File: config.mk
export PLATFORM = sky130hd
export DESIGN_NAME = zbt_point_writer
export DESIGN_NICKNAME = d
export VERILOG_FILES = /design/src/rtl/zbt_pkg.sv /design/src/rtl/zbt_point_writer_fifo.sv /design/src/rtl/zbt_point_writer.sv
export SDC_FILE = /design/constraint.sdc
export NUM_CORES = 1
export LEC_CHECK = 0
export ABC_AREA = 1
export BUFFER_PORTS_ARGS = -buffer_cell sky130_fd_sc_hd__buf_2
export CAP_MARGIN = 20
export CORE_ASPECT_RATIO = 0.8
export CORE_MARGIN = 8
export CORE_UTILIZATION = 30
export CTS_BUF_LIST = sky130_fd_sc_hd__clkbuf_8
export CTS_CLUSTER_DIAMETER = 40
export DETAILED_ROUTE_END_ITERATION = 8
export SLEW_MARGIN = 20
export SYNTH_ARGS = -nofsm -noshare
export SYNTH_HDL_FRONTEND = slang
export SYNTH_SLANG_ARGS = --single-unit
export TNS_END_PERCENT = 20
File: constraint.sdc
create_clock -name clk -period 9.55 [get_ports clk]
set_input_delay 2.3875 -clock clk [delete_from_list [all_inputs] [get_ports clk]]
set_output_delay 2.3875 -clock clk [all_outputs]
set_load 0.03 [all_outputs]
File: src/rtl/zbt_pkg.sv
// Shared field layout, widths and FSM state encoding for the ZBT point writer.
package zbt_pkg;

   localparam int FIELD_W    = 10;
   localparam int WORD_W     = 36;
   localparam int ZBT_ADDR_W = 19;
   localparam int X_LSB      = 20;
   localparam int Y_LSB      = 10;
   localparam int Z_LSB      = 0;

   typedef enum logic [1:0] {
      ST_IDLE    = 2'd0,
      ST_CAPTURE = 2'd1,
      ST_FLUSH   = 2'd2,
      ST_DONE    = 2'd3
   } state_t;

   function automatic logic [WORD_W-1:0] pack_point(
      input logic [FIELD_W-1:0] x,
      input logic [FIELD_W-1:0] y,
      input logic [FIELD_W-1:0] z
   );
      logic [WORD_W-1:0] w;
      w = '0;
      w[X_LSB +: FIELD_W] = x;
      w[Y_LSB +: FIELD_W] = y;
      w[Z_LSB +: FIELD_W] = z;
      return w;
   endfunction

endpackage

File: src/rtl/zbt_point_writer_fifo.sv
// Small synchronous point buffer with async reset, synchronous clear and full/empty flags.
module point_fifo #(
   parameter int DEPTH  = 4,
   parameter int DATA_W = 30
) (
   input  logic              clk,
   input  logic              rst,
   input  logic              clear_i,
   input  logic              push_i,
   input  logic [DATA_W-1:0] wr_data_i,
   input  logic              pop_i,
   output logic [DATA_W-1:0] rd_data_o,
   output logic              full_o,
   output logic              empty_o
);

   localparam int PW = $clog2(DEPTH);
   localparam logic [PW:0] PTR_ONE = {{PW{1'b0}}, 1'b1};

   logic [DATA_W-1:0] mem_q [DEPTH];
   logic [PW:0]       wr_ptr_q;
   logic [PW:0]       rd_ptr_q;
   logic              do_push;
   logic              do_pop;

   assign empty_o   = (wr_ptr_q == rd_ptr_q);
   assign full_o    = (wr_ptr_q[PW] != rd_ptr_q[PW]) && (wr_ptr_q[PW-1:0] == rd_ptr_q[PW-1:0]);
   assign rd_data_o = mem_q[rd_ptr_q[PW-1:0]];
   assign do_push   = push_i && !full_o && !clear_i;
   assign do_pop    = pop_i && !empty_o && !clear_i;

   always_ff @(posedge clk or posedge rst) begin
      if (rst) begin
         wr_ptr_q <= '0;
         rd_ptr_q <= '0;
      end else if (clear_i) begin
         wr_ptr_q <= '0;
         rd_ptr_q <= '0;
      end else begin
         if (do_push) wr_ptr_q <= wr_ptr_q + PTR_ONE;
         if (do_pop)  rd_ptr_q <= rd_ptr_q + PTR_ONE;
      end
   end

   // Storage is not reset; the pointers alone define what is valid.
   always_ff @(posedge clk) begin
      if (do_push) mem_q[wr_ptr_q[PW-1:0]] <= wr_data_i;
   end

endmodule

File: src/rtl/zbt_point_writer.sv
// Packs (x,y,z) scan points into 36-bit ZBT words written to consecutive addresses.
// Optional depth clipping of points outside [Z_MIN, Z_MAX] is enabled by DEPTH_CLIP_EN.
//
// state   | meaning
// IDLE    | waiting for start, no points accepted
// CAPTURE | accepting points and writing them out as the port is granted
// FLUSH   | frame ended, draining buffered points
// DONE    | frame committed, max_zbt_addr updated, done pulse
module zbt_point_writer
   import zbt_pkg::*;
#(
   parameter int                 FIFO_DEPTH = 4,
   parameter int                 ADDR_W     = ZBT_ADDR_W,
   parameter logic [FIELD_W-1:0] Z_MIN      = 10'd0,
   parameter logic [FIELD_W-1:0] Z_MAX      = 10'd1023
) (
   input  logic               clk,
   input  logic               reset,
   input  logic               start,
   input  logic               finish,
   input  logic               pt_valid,
   output logic               pt_ready,
   input  logic [FIELD_W-1:0] pt_x,
   input  logic [FIELD_W-1:0] pt_y,
   input  logic [FIELD_W-1:0] pt_z,
   input  logic               wr_grant,
   output logic [ADDR_W-1:0]  zbt0_write_addr,
   output logic [WORD_W-1:0]  zbt0_write_data,
   output logic               zbt0_we,
   output logic [ADDR_W-1:0]  max_zbt_addr,
   output logic [ADDR_W:0]    point_count,
   output logic               busy,
   output logic               done,
   output logic               overflow
);

   localparam int PT_W = 3 * FIELD_W;
   localparam logic [ADDR_W-1:0] ADDR_ONE  = {{(ADDR_W-1){1'b0}}, 1'b1};
   localparam logic [ADDR_W:0]   COUNT_ONE = {{ADDR_W{1'b0}}, 1'b1};

   state_t              state_q;
   logic [ADDR_W-1:0]   addr_q;
   logic [ADDR_W-1:0]   wr_addr_q;
   logic [WORD_W-1:0]   wr_data_q;
   logic                we_q;
   logic [ADDR_W-1:0]   max_q;
   logic [ADDR_W:0]     count_q;
   logic [ADDR_W:0]     count_m1;
   logic                busy_q;
   logic                done_q;
   logic                ovf_q;

   logic                z_ok;
   logic                fifo_push;
   logic                fifo_pop;
   logic                fifo_full;
   logic                fifo_empty;
   logic [PT_W-1:0]     fifo_head;

`ifdef DEPTH_CLIP_EN
   assign z_ok = (pt_z >= Z_MIN) && (pt_z <= Z_MAX);
`else
   logic unused_zbounds;
   assign unused_zbounds = ^{Z_MIN, Z_MAX};
   assign z_ok = 1'b1;
`endif

   assign pt_ready  = (state_q == ST_CAPTURE) && !fifo_full;
   // Clipped points are still handshaken, just never enter the buffer.
   assign fifo_push = pt_valid && pt_ready && z_ok;
   assign fifo_pop  = ((state_q == ST_CAPTURE) || (state_q == ST_FLUSH)) &&
                      !fifo_empty && wr_grant && !start;
   assign count_m1  = count_q - COUNT_ONE;

   point_fifo #(
      .DEPTH  (FIFO_DEPTH),
      .DATA_W (PT_W)
   ) u_fifo (
      .clk       (clk),
      .rst       (reset),
      .clear_i   (start),
      .push_i    (fifo_push),
      .wr_data_i ({pt_x, pt_y, pt_z}),
      .pop_i     (fifo_pop),
      .rd_data_o (fifo_head),
      .full_o    (fifo_full),
      .empty_o   (fifo_empty)
   );

   always_ff @(posedge clk or posedge reset) begin
      if (reset) begin
         state_q   <= ST_IDLE;
         addr_q    <= '0;
         wr_addr_q <= '0;
         wr_data_q <= '0;
         we_q      <= 1'b0;
         max_q     <= '0;
         count_q   <= '0;
         busy_q    <= 1'b0;
         done_q    <= 1'b0;
         ovf_q     <= 1'b0;
      end else begin
         we_q   <= 1'b0;
         done_q <= 1'b0;
         if (start) begin
            state_q <= ST_CAPTURE;
            busy_q  <= 1'b1;
            addr_q  <= '0;
            count_q <= '0;
            ovf_q   <= 1'b0;
         end else begin
            unique case (state_q)
               ST_IDLE: ;
               ST_CAPTURE: begin
                  if (finish) state_q <= ST_FLUSH;
               end
               ST_FLUSH: begin
                  if (fifo_empty) begin
                     state_q <= ST_DONE;
                     busy_q  <= 1'b0;
                     done_q  <= 1'b1;
                     max_q   <= (count_q == '0) ? '0 : count_m1[ADDR_W-1:0];
                  end
               end
               ST_DONE: state_q <= ST_IDLE;
               default: state_q <= ST_IDLE;
            endcase

            // Once the top address is used, further pops are dropped silently.
            if (fifo_pop && !ovf_q) begin
               we_q      <= 1'b1;
               wr_addr_q <= addr_q;
               wr_data_q <= pack_point(fifo_head[2*FIELD_W +: FIELD_W],
                                       fifo_head[FIELD_W +: FIELD_W],
                                       fifo_head[0 +: FIELD_W]);
               addr_q    <= addr_q + ADDR_ONE;
               count_q   <= count_q + COUNT_ONE;
               if (&addr_q) ovf_q <= 1'b1;
            end
         end
      end
   end

   assign zbt0_write_addr = wr_addr_q;
   assign zbt0_write_data = wr_data_q;
   assign zbt0_we         = we_q;
   assign max_zbt_addr    = max_q;
   assign point_count     = count_q;
   assign busy            = busy_q;
   assign done            = done_q;
   assign overflow        = ovf_q;

endmodule
## Word level (Yosys, flattened, before mapping)

Memory sizes are Yosys's and may differ from the RTL's. A register that Yosys moved wholly into a read port is not among the register bits.
Index checks and enable logic that the tools add are counted.

| storage, ports and cells | value |
|---|---|
| memories kept | 1 |
| memory bits (read-only) | 0 |
| bits in writable memories | 120 |
| input bits | 36 |
| bits in latches | 0 |
| output and inout bits | 99 |
| register bits | 89 |

| operators by class | value |
|---|---|
| eq/ne operators | 8 |
| div/mod/pow operators | 0 |
| multiply operators | 0 |
| magnitude comparators | 0 |
| bitwise operators | 1 |
| shifts and indexed selects | 0 |
| reductions and logical operators | 30 |
| add/subtract/negate cells | 5 |
| mux-type cells | 26 |

Memories:

| name | depth | width | rd ports | clocked after memory_dff | wr ports | RTL line | text |
|---|---|---|---|---|---|---|---|
| u_fifo.mem_q | 4 | 30 | 1 | 1 | 1 | zbt_point_writer_fifo.sv:20 | `logic [DATA_W-1:0] mem_q [DEPTH];` |

Operators by type and width:

| operator | number |
|---|---|
| 2-to-1 mux 19 bit | 3 |
| 2-to-1 mux 20 bit | 2 |
| adder 20 x 1 -> 20 bit (second input constant) | 1 |
| logical NOT 20 bit | 1 |
| adder 19 x 1 -> 19 bit (second input constant) | 1 |
| AND reduction 19 bit | 1 |
| subtractor 19 x 1 -> 19 bit (second input constant) | 1 |
| 2-to-1 mux 1 bit | 13 |
| 2-to-1 mux 3 bit | 4 |
| nonzero test 2 bit | 6 |
| logical AND 1 bit | 11 |
| adder 3 x 1 -> 3 bit (second input constant) | 2 |
| 2-to-1 mux 2 bit | 3 |
| one-hot mux 2 bit (3 select lines) | 1 |
| AND reduction 2 bit | 3 |
| AND reduction 3 bit | 2 |
| equality test 2 bit (second input constant) | 2 |
| logical NOT 1 bit | 4 |
| nonzero test 4 bit | 1 |
| equality test 3 bit | 1 |
| != test 3 x 2 -> 1 bit (second input constant) | 1 |
| != test 3 bit (second input constant) | 1 |
| equality test 2 x 1 -> 1 bit (second input constant) | 1 |
| equality test 2 bit | 1 |
| 3 further kinds | 3 |

## Longest topological paths before layout

Gate-level depths: netlist of the first run.

| depth | value |
|---|---|
| word-level depth | 9 |
| mapped depth | 10 |
| depth with buffers taken out | 9 |

## Modules after synthesis

From an unflattened synthesis of the first run, not the netlist that was laid out.

| unflattened totals | value |
|---|---|
| cell total of the unflattened synthesis | 1054 |
| area total of the unflattened synthesis | 10348.7 um2 |

Modules (own cells, without submodules):

| module | area each (um2) | cells each | instances | sequential area each (um2) |
|---|---|---|---|---|
| zbt_point_writer | 5464.0 | 700 | 1 | 2827.7 |
| point_fifo | 4884.7 | 354 | 1 | 3753.6 |

## Worst setup path after synthesis of the first run

Ideal clock, no wire load.

| timing path | value |
|---|---|
| path type | input-to-reg |
| start | input start |
| end | memory u_fifo.mem_q[0][0], enable pin |
| arrival | 4.232 ns |
| buffers on the path | 1 |
| path slack | 4.901 ns |
| stages on the path | 4 |
| cell sequence | inv_2 -> clkbuf_1 -> nand3_1 -> nor2_1 |

| on the way | value |
|---|---|
| cells in the longest elaborated chain, start to end | 4 |

RTL lines:

| item | RTL line | text |
|---|---|---|
| from (decl) | zbt_point_writer.sv:19 | `input logic start,` |
| logical NOT 1 bit | zbt_point_writer_fifo.sv:29 | `assign do_push = push_i && !full_o && !clear_i;` |
| logical AND 1 bit | zbt_point_writer_fifo.sv:29 |  |
| 2-to-1 mux 1 bit | zbt_point_writer_fifo.sv:47 | `if (do_push) mem_q[wr_ptr_q[PW-1:0]] <= wr_data_i;` |
| 2-to-1 mux 1 bit (implied by the code) | zbt_point_writer_fifo.sv:47 |  |
| to (decl) | zbt_point_writer_fifo.sv:20 |  |

Every way passes these cells.

## Final worst setup path of the first run

| timing path | value |
|---|---|
| start | register u_fifo.rd_ptr_q[2] |
| end | output pt_ready |

| on the way | value |
|---|---|
| cells in the longest elaborated chain, start to end | 4 |

RTL lines:

| item | RTL line | text |
|---|---|---|
| from (decl) | zbt_point_writer_fifo.sv:22 | `logic [PW:0] rd_ptr_q;` |
| from (signal assigned) | zbt_point_writer_fifo.sv:41 | `if (do_pop) rd_ptr_q <= rd_ptr_q + PTR_ONE;` |
| != test 1 bit | zbt_point_writer_fifo.sv:27 | `assign full_o = (wr_ptr_q[PW] != rd_ptr_q[PW]) && (wr_ptr_q[PW-1:0] == rd_ptr_q[PW-1:0]);` |
| logical AND 1 bit | zbt_point_writer_fifo.sv:27 |  |
| logical NOT 1 bit | zbt_point_writer.sv:68 | `assign pt_ready = (state_q == ST_CAPTURE) && !fifo_full;` |
| logical AND 1 bit | zbt_point_writer.sv:68 |  |
| to (decl) | zbt_point_writer.sv:22 | `output logic pt_ready,` |

Every way passes these cells.

==> out/results.ini, run 1 <==
[sta]
max_slew_margin_pct=28.7
tns_ns=0
slew_viol_final=0
setup_viol=0
max_slew.worst_pin.slew_ns=1.07
final_hold_viol_count=0
finalCriticalPeriod_ns=4.21
fmax_mhz=238
setup_ws_ns=5.34
fin_crit_sh_pct=44.1
grt_setup_unrepaired=false
fin_skew_ns=0.0227

[yosys]
yosys.area_share.simple_pct=22.4
muxShareOfSynthArea_pct=0
netlist_area_um2=10700
avgSynthCellArea_um2=9.78
ys_warn_count=0
synth-compound-area-share_pct=6.22
synth.ff_latch_count=239
ys_types=34
synth_top_family_by_area=simple AND/OR/NAND/NOR gates
yosysSeqAreaShare_pct=61.5
synthCells=1094
synthAdderAreaFrac_pct=1.29
synth_xor_area_share_pct=3.18

[pwr]
p_leak_nw=5.75
p_per_area_nw_per_um2=228
peakVddDrop_mv=0.148

[drt]
ant_nets=0
drt-total-wl_um=27000
dr.pass1.iters=5
avgViaCountPerCell=4.63
drt-initial-drc-count=477
routedWlPerCell_um=15.6
drc=0
vias=7998

[finish]
nets=1258
n_antenna_cell=0
drive_above_1_share_pct=18.1
layout_common_cells=nand2_1, buf_2, nor2_1
syn2layout_area_growth_pct=17.8
fillerInstances=3685
layout_commonest_cell=nand2_1

[critical_path]
worstReg2RegEnd=u_fifo.mem_q[3][12]
cp-end-kind=output pin
cp.required_ns=7.16
cp_max_fo=5
startpoint_type=flop
critPathKind=reg2out
arrival_ns=1.82
rr_worst_depth=6
rr_startpoint=u_fifo.rd_ptr_q[2]
r2r_slack_ns=6.82

[global_route]
grt_usage_pct=12.7
antenna_found_initial=3
grt_max_degree=90
grt_pass1_wl_um=43100
grt_pass1_vias=7947
overflow=0

[cts]
clockBufferDepth=3
clkSlewWorstSetupHoldPaths_ns=0.06
cts_tree=done
postCtsSetupBuffers=0
cts.root.buffer_cell=clkbuf_8
hold_buffers=0
clock_latency_ns=0.57
cts_resized=0
htreeDepth=2
numCtsBuffers=44
cts.sinks=239

[hold_path]
hp-class=reg2reg
min_path_cells=2
hold_start=zbt0_write_addr[1]
hold_end=zbt0_write_addr[1]

[die]
start_util_pct=30.1
rows=62
die_area_um2=42000
core_um2=35500
die_y_um=185
ioPinCount=135
fp.dieW_um=227

[flow_run]
max-cap-violations=0

[placement]
numPortBuffers=128
dp_slack_ns=5.18
place_hpwl_um=16500
place_congestion=0.798

[run_status]
run_status=complete, no violations

-- power breakdown --
part | leakage (nW) | total [mW] | switching, mW | internal [mW]
clock | 0.516 | 0.984 | 0.443 | 0.541
sequential | 2.69 | 1.26 | 0.0584 | 1.20
combinational | 2.54 | 0.638 | 0.469 | 0.170
-- worst max path at each step --
stage | start | endpoint | slack [ns]
finish | u_fifo.rd_ptr_q[2] | pt_ready | 5.34
global route | u_fifo.rd_ptr_q[2] | pt_ready | 5.18
CTS | u_fifo.rd_ptr_q[2] | pt_ready | 5.29
detailed placement | start | zbt0_write_addr[0] | 5.18
global placement | start | u_fifo.mem_q[0][12] | 5.24
floorplan | reset | addr_q[0] | 4.01
-- logic make-up (layout without fill, tap and decap cells) --
family,count (synthesis),count (layout)
other,1,6
AND/OR/NAND/NOR,566,566
flip-flops,239,239
buffers and inverters,115,263
AO/OA/AOI/OAI,124,124
XOR/XNOR,38,38
adder cells (fa/ha/maj),11,11
-- sequential cells by signal, indices dropped and copies added (netlist names), 2 cells and up --
register / count
addr_q: 19
max_zbt_addr: 19
point_count: 20
state_q: 2
u_fifo.mem_q: 120
u_fifo.rd_ptr_q: 3
u_fifo.wr_ptr_q: 3
zbt0_write_addr: 19
zbt0_write_data: 30
-- area by class of cell --
cell class / count / area [um^2] / area share (%)
Clock buffer: 53 / 729 / 5.79
Sequential cell: 239 / 6580 / 52.2
Tap cell: 480 / 601 / 4.76
Clock inverter: 29 / 184 / 1.46
Multi-Input combinational cell: 745 / 3590 / 28.5
Inverter: 45 / 176 / 1.40
Timing Repair Buffer: 136 / 741 / 5.88
-- metrics by stage --
step	hold slack (ns)	std cells	util [%]	cell area [um^2]	total power, mW
6_report	0.466	1727	35.5	12600	2.88
5_1_grt	0.485	1727	35.5	12600	3.04
4_1_cts	0.469	1725	35.3	12500	2.93
3_5_place_dp	0.454	1643	32.7	11600	1.92
3_3_place_gp	0.452	1643	32.7	11600	1.92
2_1_floorplan	0.490	1099	-	10700	1.73
-- per-layer routing --
metal  vias up  wire, um  GRT usage [%]
met2       220     12200           20.2
met1      3825     12400           16.6
met4         6       574           4.13
met3        50      1740           3.23
li1       3897         -              -
met5         -        42              0
-- worst max-delay path: stages, from the launching register on --
cell and delay (ns):
dfrtp_1 0.41, xnor2_1 0.23, nand3b_1 0.16, nand2_1 0.05, inv_1 0.17, buf_2 0.24
-- cells in the mapped netlist --
| library cell | n | area (um^2) |
|---|---|---|
| o21ai_1 | 10 | 50.1 |
| nand2_2 | 2 | 12.5 |
| xnor2_2 | 1 | 16.3 |
| nand3_2 | 1 | 10.0 |
| nor2_2 | 2 | 12.5 |
| a21oi_1 | 1 | 5.00 |
| nor3_1 | 4 | 20.0 |
| clkbuf_1 | 22 | 82.6 |
| nor2_4 | 2 | 22.5 |
| xor2_1 | 29 | 254 |
| o21bai_1 | 2 | 15.0 |
| clkinv_1 | 1 | 3.75 |
| nand3_1 | 79 | 395 |
| conb_1 | 1 | 3.75 |
| nand3b_1 | 9 | 67.6 |
| and2_1 | 1 | 6.26 |
| buf_1 | 6 | 22.5 |
| or2_2 | 5 | 31.3 |
| nor3b_2 | 1 | 12.5 |
| o22ai_1 | 30 | 188 |
| buf_6 | 10 | 113 |
| inv_1 | 42 | 158 |
| inv_2 | 2 | 7.51 |
| ha_1 | 11 | 138 |
| nand2_1 | 299 | 1120 |
| edfxtp_1 | 120 | 3600 |
| o31ai_1 | 1 | 7.51 |
| nand4_1 | 31 | 194 |
| dfrtp_1 | 119 | 2980 |
| buf_4 | 13 | 97.6 |
| o21ai_0 | 80 | 400 |
| xnor2_1 | 8 | 70.1 |
| nor2_1 | 130 | 488 |
| buf_2 | 19 | 95.1 |
(Power assumes the default switching activity.)
==> inputs of run 2 (changes only) <==
Clock period 9.55 ns to 3.46 ns, I/O delays scaled along.
==> run 2 against run 1 <==
Effect of this change:
- clock power increased to 3.1 times the previous value
- non-clock buffer count up 7
- worst hold slack got worse by 0.051 ns
- global-route usage increased by 0.13 points
- count of clock-buffer cells in the layout stayed put
- combinational power grew to 2.8 times the previous value
- critical path type unchanged
- highest routed layer unchanged
==> out/results.ini, run 2 (synthesis results as in run 1) <==
[die]
ioPinCount=135
die_y_um=185
die_area_um2=42000
start_util_pct=30.1
core_um2=35500
fp.dieW_um=227
rows=62

[drt]
avgViaCountPerCell=4.57
vias=7898
ant_nets=0
dr.pass1.iters=4
drt-initial-drc-count=586
drt-total-wl_um=27000
drc=0
routedWlPerCell_um=15.6

[cts]
hold_buffers=0
cts.root.buffer_cell=clkbuf_8
cts_resized=0
htreeDepth=2
numCtsBuffers=42
cts_tree=done
clock_latency_ns=0.56
clkSlewWorstSetupHoldPaths_ns=0.06
clockBufferDepth=3
cts.sinks=239
postCtsSetupBuffers=0

[sta]
timing.hold.ws_ns=0.415
tns_ns=0
setup_viol=0
fin_skew_ns=0.0186
finalCriticalPeriod_ns=2.64
slew_viol_final=0
grt_setup_unrepaired=false
max_slew.worst_pin.slew_ns=0.812
fmax_mhz=379
fin_crit_sh_pct=76.2
final_hold_viol_count=0
max_slew_margin_pct=45.9

[pwr]
peakVddDrop_mv=0.428
p_sw_mw=2.65
p_int_mw=5.63
switching_share_pct=32.0
seqPwrFrac_pct=41.9
p_leak_nw=5.81
p_per_area_nw_per_um2=650
p_clk_share_pct=36.9
comb_power_share_pct=21.2

[global_route]
overflow=0
grt_pass1_wl_um=43400
met3_usage_pct=3.81
met1_usage_pct=16.7
antenna_found_initial=7
grt_max_degree=83
grt_pass1_vias=7877
met2_usage_pct=20.4
grt_usage_pct=12.8
grt_most_used_layer=met2

[finish]
n_antenna_cell=0
layout_commonest_cell=nand2_1
layout_common_cells=nand2_1, buf_2, nor2_1
syn2layout_area_growth_pct=19.0
drive_above_1_share_pct=18.6
nets=1263
largest_reg_flops=120

[hold_path]
hp-class=in2async

[critical_path]
critPathKind=reg2out
startpoint_type=flop
cp_max_fo=5
arrival_ns=1.77
cp.required_ns=2.59
cp-end-kind=output pin

[placement]
place_hpwl_um=16800
numPortBuffers=128
place_congestion=0.843

[flow_run]
max-cap-violations=0

[run_status]
run_status=complete, no violations

run 2: changes by cell type in the layout (fill, tap and decap cells not counted), moves of 2 or more:
cell,previous run,this run
buf_4,6,13
bufinv_16,1,6
clkinv_2,7,4
clkinv_4,4,1
buf_12,0,2
buf_16,2,0
clkinv_1,3,1
run 2: area by class of cell:
| cell class | instances | area [um^2] |
|---|---|---|
| clock buffer | 53 | 729 |
| clock inverter | 25 | 277 |
| fill | 3671 | 22800 |
| inverter | 45 | 174 |
| multi-input combinational | 745 | 3590 |
| sequential | 239 | 6580 |
| tap | 480 | 601 |
| timing repair buffer | 143 | 778 |
run 2: power by group through the flow:
stage                     clock network [mW]  registers (mW)  logic (mW)
after global placement                     0            3.51        1.77
after floorplan                            0            3.96       0.808
final                                   3.06            3.47        1.76
after CTS                               3.16            3.47        1.79
after global routing                    3.29            3.51        1.95
after detailed placement                   0            3.52        1.79
run 2: path summary, 6_finish.rpt:
path | startpoint | endpoint | slack, ns | cells after the start
max | u_fifo.rd_ptr_q[2] | pt_ready | 0.82 | 5
min | reset | addr_q[8] | 0.42 | 2
max reg2reg | u_fifo.rd_ptr_q[2] | u_fifo.mem_q[0][17] | 1.15 | 7
min reg2reg | zbt0_write_addr[12] | zbt0_write_addr[12] | 0.47 | 2
max in group asynchronous | reset | zbt0_write_data[6] | 2.25 | 3
min in group clk | zbt0_write_addr[12] | zbt0_write_addr[12] | 0.47 | 2
run 2: critical path, stage by stage (launching register included):
cell and delay [ns]:
dfrtp_1 0.42, xnor2_1 0.23, nand3b_1 0.16, nand2_1 0.06, inv_1 0.12, buf_2 0.23
run 2: through the flow:
| stage | total power, mW | setup WS, ns | cells | instance area, um^2 | util, % |
|---|---|---|---|---|---|
| floorplan | 4.77 | 0.334 | 1099 | 10700 | - |
| global placement | 5.29 | 0.966 | 1651 | 11700 | 32.9 |
| detailed placement | 5.31 | 0.953 | 1651 | 11700 | 32.9 |
| CTS | 8.43 | 0.757 | 1729 | 12700 | 35.8 |
| global route | 8.75 | 0.655 | 1730 | 12700 | 35.8 |
| finish | 8.28 | 0.822 | 1730 | 12700 | 35.8 |
run 2: routing by layer:
metal  up-vias  part of all wire [%]
li1       3912                     -
met1      3725                    46
met2       188                    45
met3        59                   7.1
met4        14                   2.2
met5         -                  0.31
==> inputs of run 3 (changes only) <==
Clock period 3.46 ns to 2.3 ns, I/O delays scaled along.
==> run 3 against run 2 <==
Effect of this change:
- first-iteration DRC count decreased by 12%
- worst hold slack got worse by 0.32 ns
- sequential cell count unchanged
- clock power increased by 35%
- via count increased by 2.4%
- core utilization increased by 0.37 points
- non-clock buffer count increased by 10
- die area unchanged
- highest routed layer unchanged
- cell area increased by 1.0%
==> out/results.ini, run 3 (synthesis results as in run 1) <==
[run_status]
run_status=complete, no violations

[critical_path]
cp.required_ns=1.73
startpoint_type=flop
cp_slowest_cell=dfrtp_2
arrival_ns=1.63
critPathKind=reg2out
crit_chain=xnor2_2 -> nand3b_1 -> nand2_1 -> inv_2 -> buf_6
cp-end-kind=output pin
max_stage_delay_ns=0.43
cp_max_fo=3

[die]
core_um2=35500
ioPinCount=135
die_area_um2=42000
fp.dieW_um=227
rows=62
die_y_um=185
start_util_pct=30.1

[placement]
numPortBuffers=128
place_congestion=0.815
dp_cells=1660
dp_slack_ns=0.196
place_hpwl_um=17400

[cts]
clock_latency_ns=0.55
clkSlewWorstSetupHoldPaths_ns=0.06
clockBufferDepth=3
htreeDepth=2
numCtsBuffers=46
cts.root.buffer_cell=clkbuf_8
cts.sinks=239
cts_tree=done

[finish]
final_cells=1744
postLayoutCoreUtil_pct=36.2
drive_above_1_share_pct=19.6
layout_common_cells=nand2_1, buf_2, nor2_1
largest_reg_flops=120
n_antenna_cell=0
layout_commonest_cell=nand2_1
fillerInstances=3668
nets=1277
syn2layout_area_growth_pct=20.2

[sta]
fin_crit_sh_pct=95.8
max_slew_margin_pct=55.8
max_slew.worst_pin.slew_ns=0.663
grt_setup_unrepaired=true
slew_viol_final=0
final_hold_viol_count=0
fin_skew_ns=0.0217
setup_viol=0
setup_ws_ns=0.0971
fmax_mhz=454
finalCriticalPeriod_ns=2.20
timing.hold.ws_ns=0.0997
tns_ns=0

[pwr]
p_leak_nw=5.84
p_per_area_nw_per_um2=944
p_sw_mw=4.09
p_int_mw=8.05
peakVddDrop_mv=0.755
seqPwrFrac_pct=43.3
switching_share_pct=33.7
comb_power_share_pct=22.6
p_clk_share_pct=34.1

[drt]
avgViaCountPerCell=4.64
drt-total-wl_um=27400
drt-initial-drc-count=517
vias=8089
routedWlPerCell_um=15.7
dr.pass1.iters=5
drc=0
ant_nets=0

[global_route]
grt_usage_pct=12.9
grt_max_degree=83
grt_pass1_wl_um=43600
antenna_found_initial=6
grt_pass1_vias=7944
overflow=0

[hold_path]
hp-class=in2async

[flow_run]
max-cap-violations=0

==> run 3: cell count changes in the layout (fill, tap and decap cells not counted), sizes merged <==
cell	delta
bufinv	-3
buf	+10
clkbuf	-6
clkinvlp	+5
clkinv	+9
inv	-1
==> run 3: worst max-delay path: cells and delay by family, from the launching register on <==
family,cells,cell delay (ns)
xor+xnor,1,0.21
buf+inv,2,0.20
flops,1,0.43
simple gates,2,0.23
==> run 3: cell type report <==
class                      count  area [um^2]  share of cell area [%]
timing repair buffer         153          985                    7.65
inverter                      45          174                    1.35
clock buffer                  47          647                    5.03
sequential                   239         6580                    51.2
clock inverter                35          269                    2.09
multi-input combinational    745         3610                    28.0
tap                          480          601                    4.67
==> run 3: worst paths after layout <==
check | start | to | slack [ns] | cells past startpoint
setup / recovery | u_fifo.wr_ptr_q[2] | pt_ready | 0.1 | 5
hold / removal | reset | zbt0_write_data[23] | 0.1 | 2
setup reg to reg | u_fifo.wr_ptr_q[2] | u_fifo.mem_q[2][18] | 0.17 | 8
hold reg to reg | zbt0_write_addr[15] | zbt0_write_addr[15] | 0.46 | 2
max in group asynchronous | reset | point_count[5] | 1.62 | 3
min in group clk | pt_y[9] | u_fifo.mem_q[0][19] | 0.24 | 1
==> run 3: routing by layer <==
layer | GRT usage [%] | vias to the layer above | share of wire, %
li1 | - | 3941 | -
met1 | 16.9 | 3859 | 45
met2 | 20.7 | 216 | 46
met3 | 3.56 | 61 | 6.8
met4 | 3.41 | 12 | 1.9
met5 | 0 | - | 0.23
==> run 3: through the flow <==
stage          instance area, um^2  power, mW
5_1_grt                      12900       12.8
2_1_floorplan                10700       7.18
3_5_place_dp                 11900       8.11
6_report                     12900       12.1
4_1_cts                      12800       12.4
3_3_place_gp                 11900       8.06
==> run 3: timing repair <==
| item | 4_1_cts | 5_1_grt |
|---|---|---|
| resized for setup | 4 | 2 |
| setup buffers | 0 | 2 |
| hold buffers | 0 | 0 |
| pin swaps | 0 | 1 |
| endpoints found under the setup margin | 1 | 1 |
==> run 3: power groups by stage <==
stage / clock, mW / combinational [mW] / sequential [mW]
CTS: 4.29 / 2.79 / 5.27
global route: 4.49 / 3.03 / 5.32
global placement: 0 / 2.72 / 5.34
detailed placement: 0 / 2.77 / 5.34
floorplan: 0 / 1.22 / 5.96
finish: 4.14 / 2.75 / 5.26
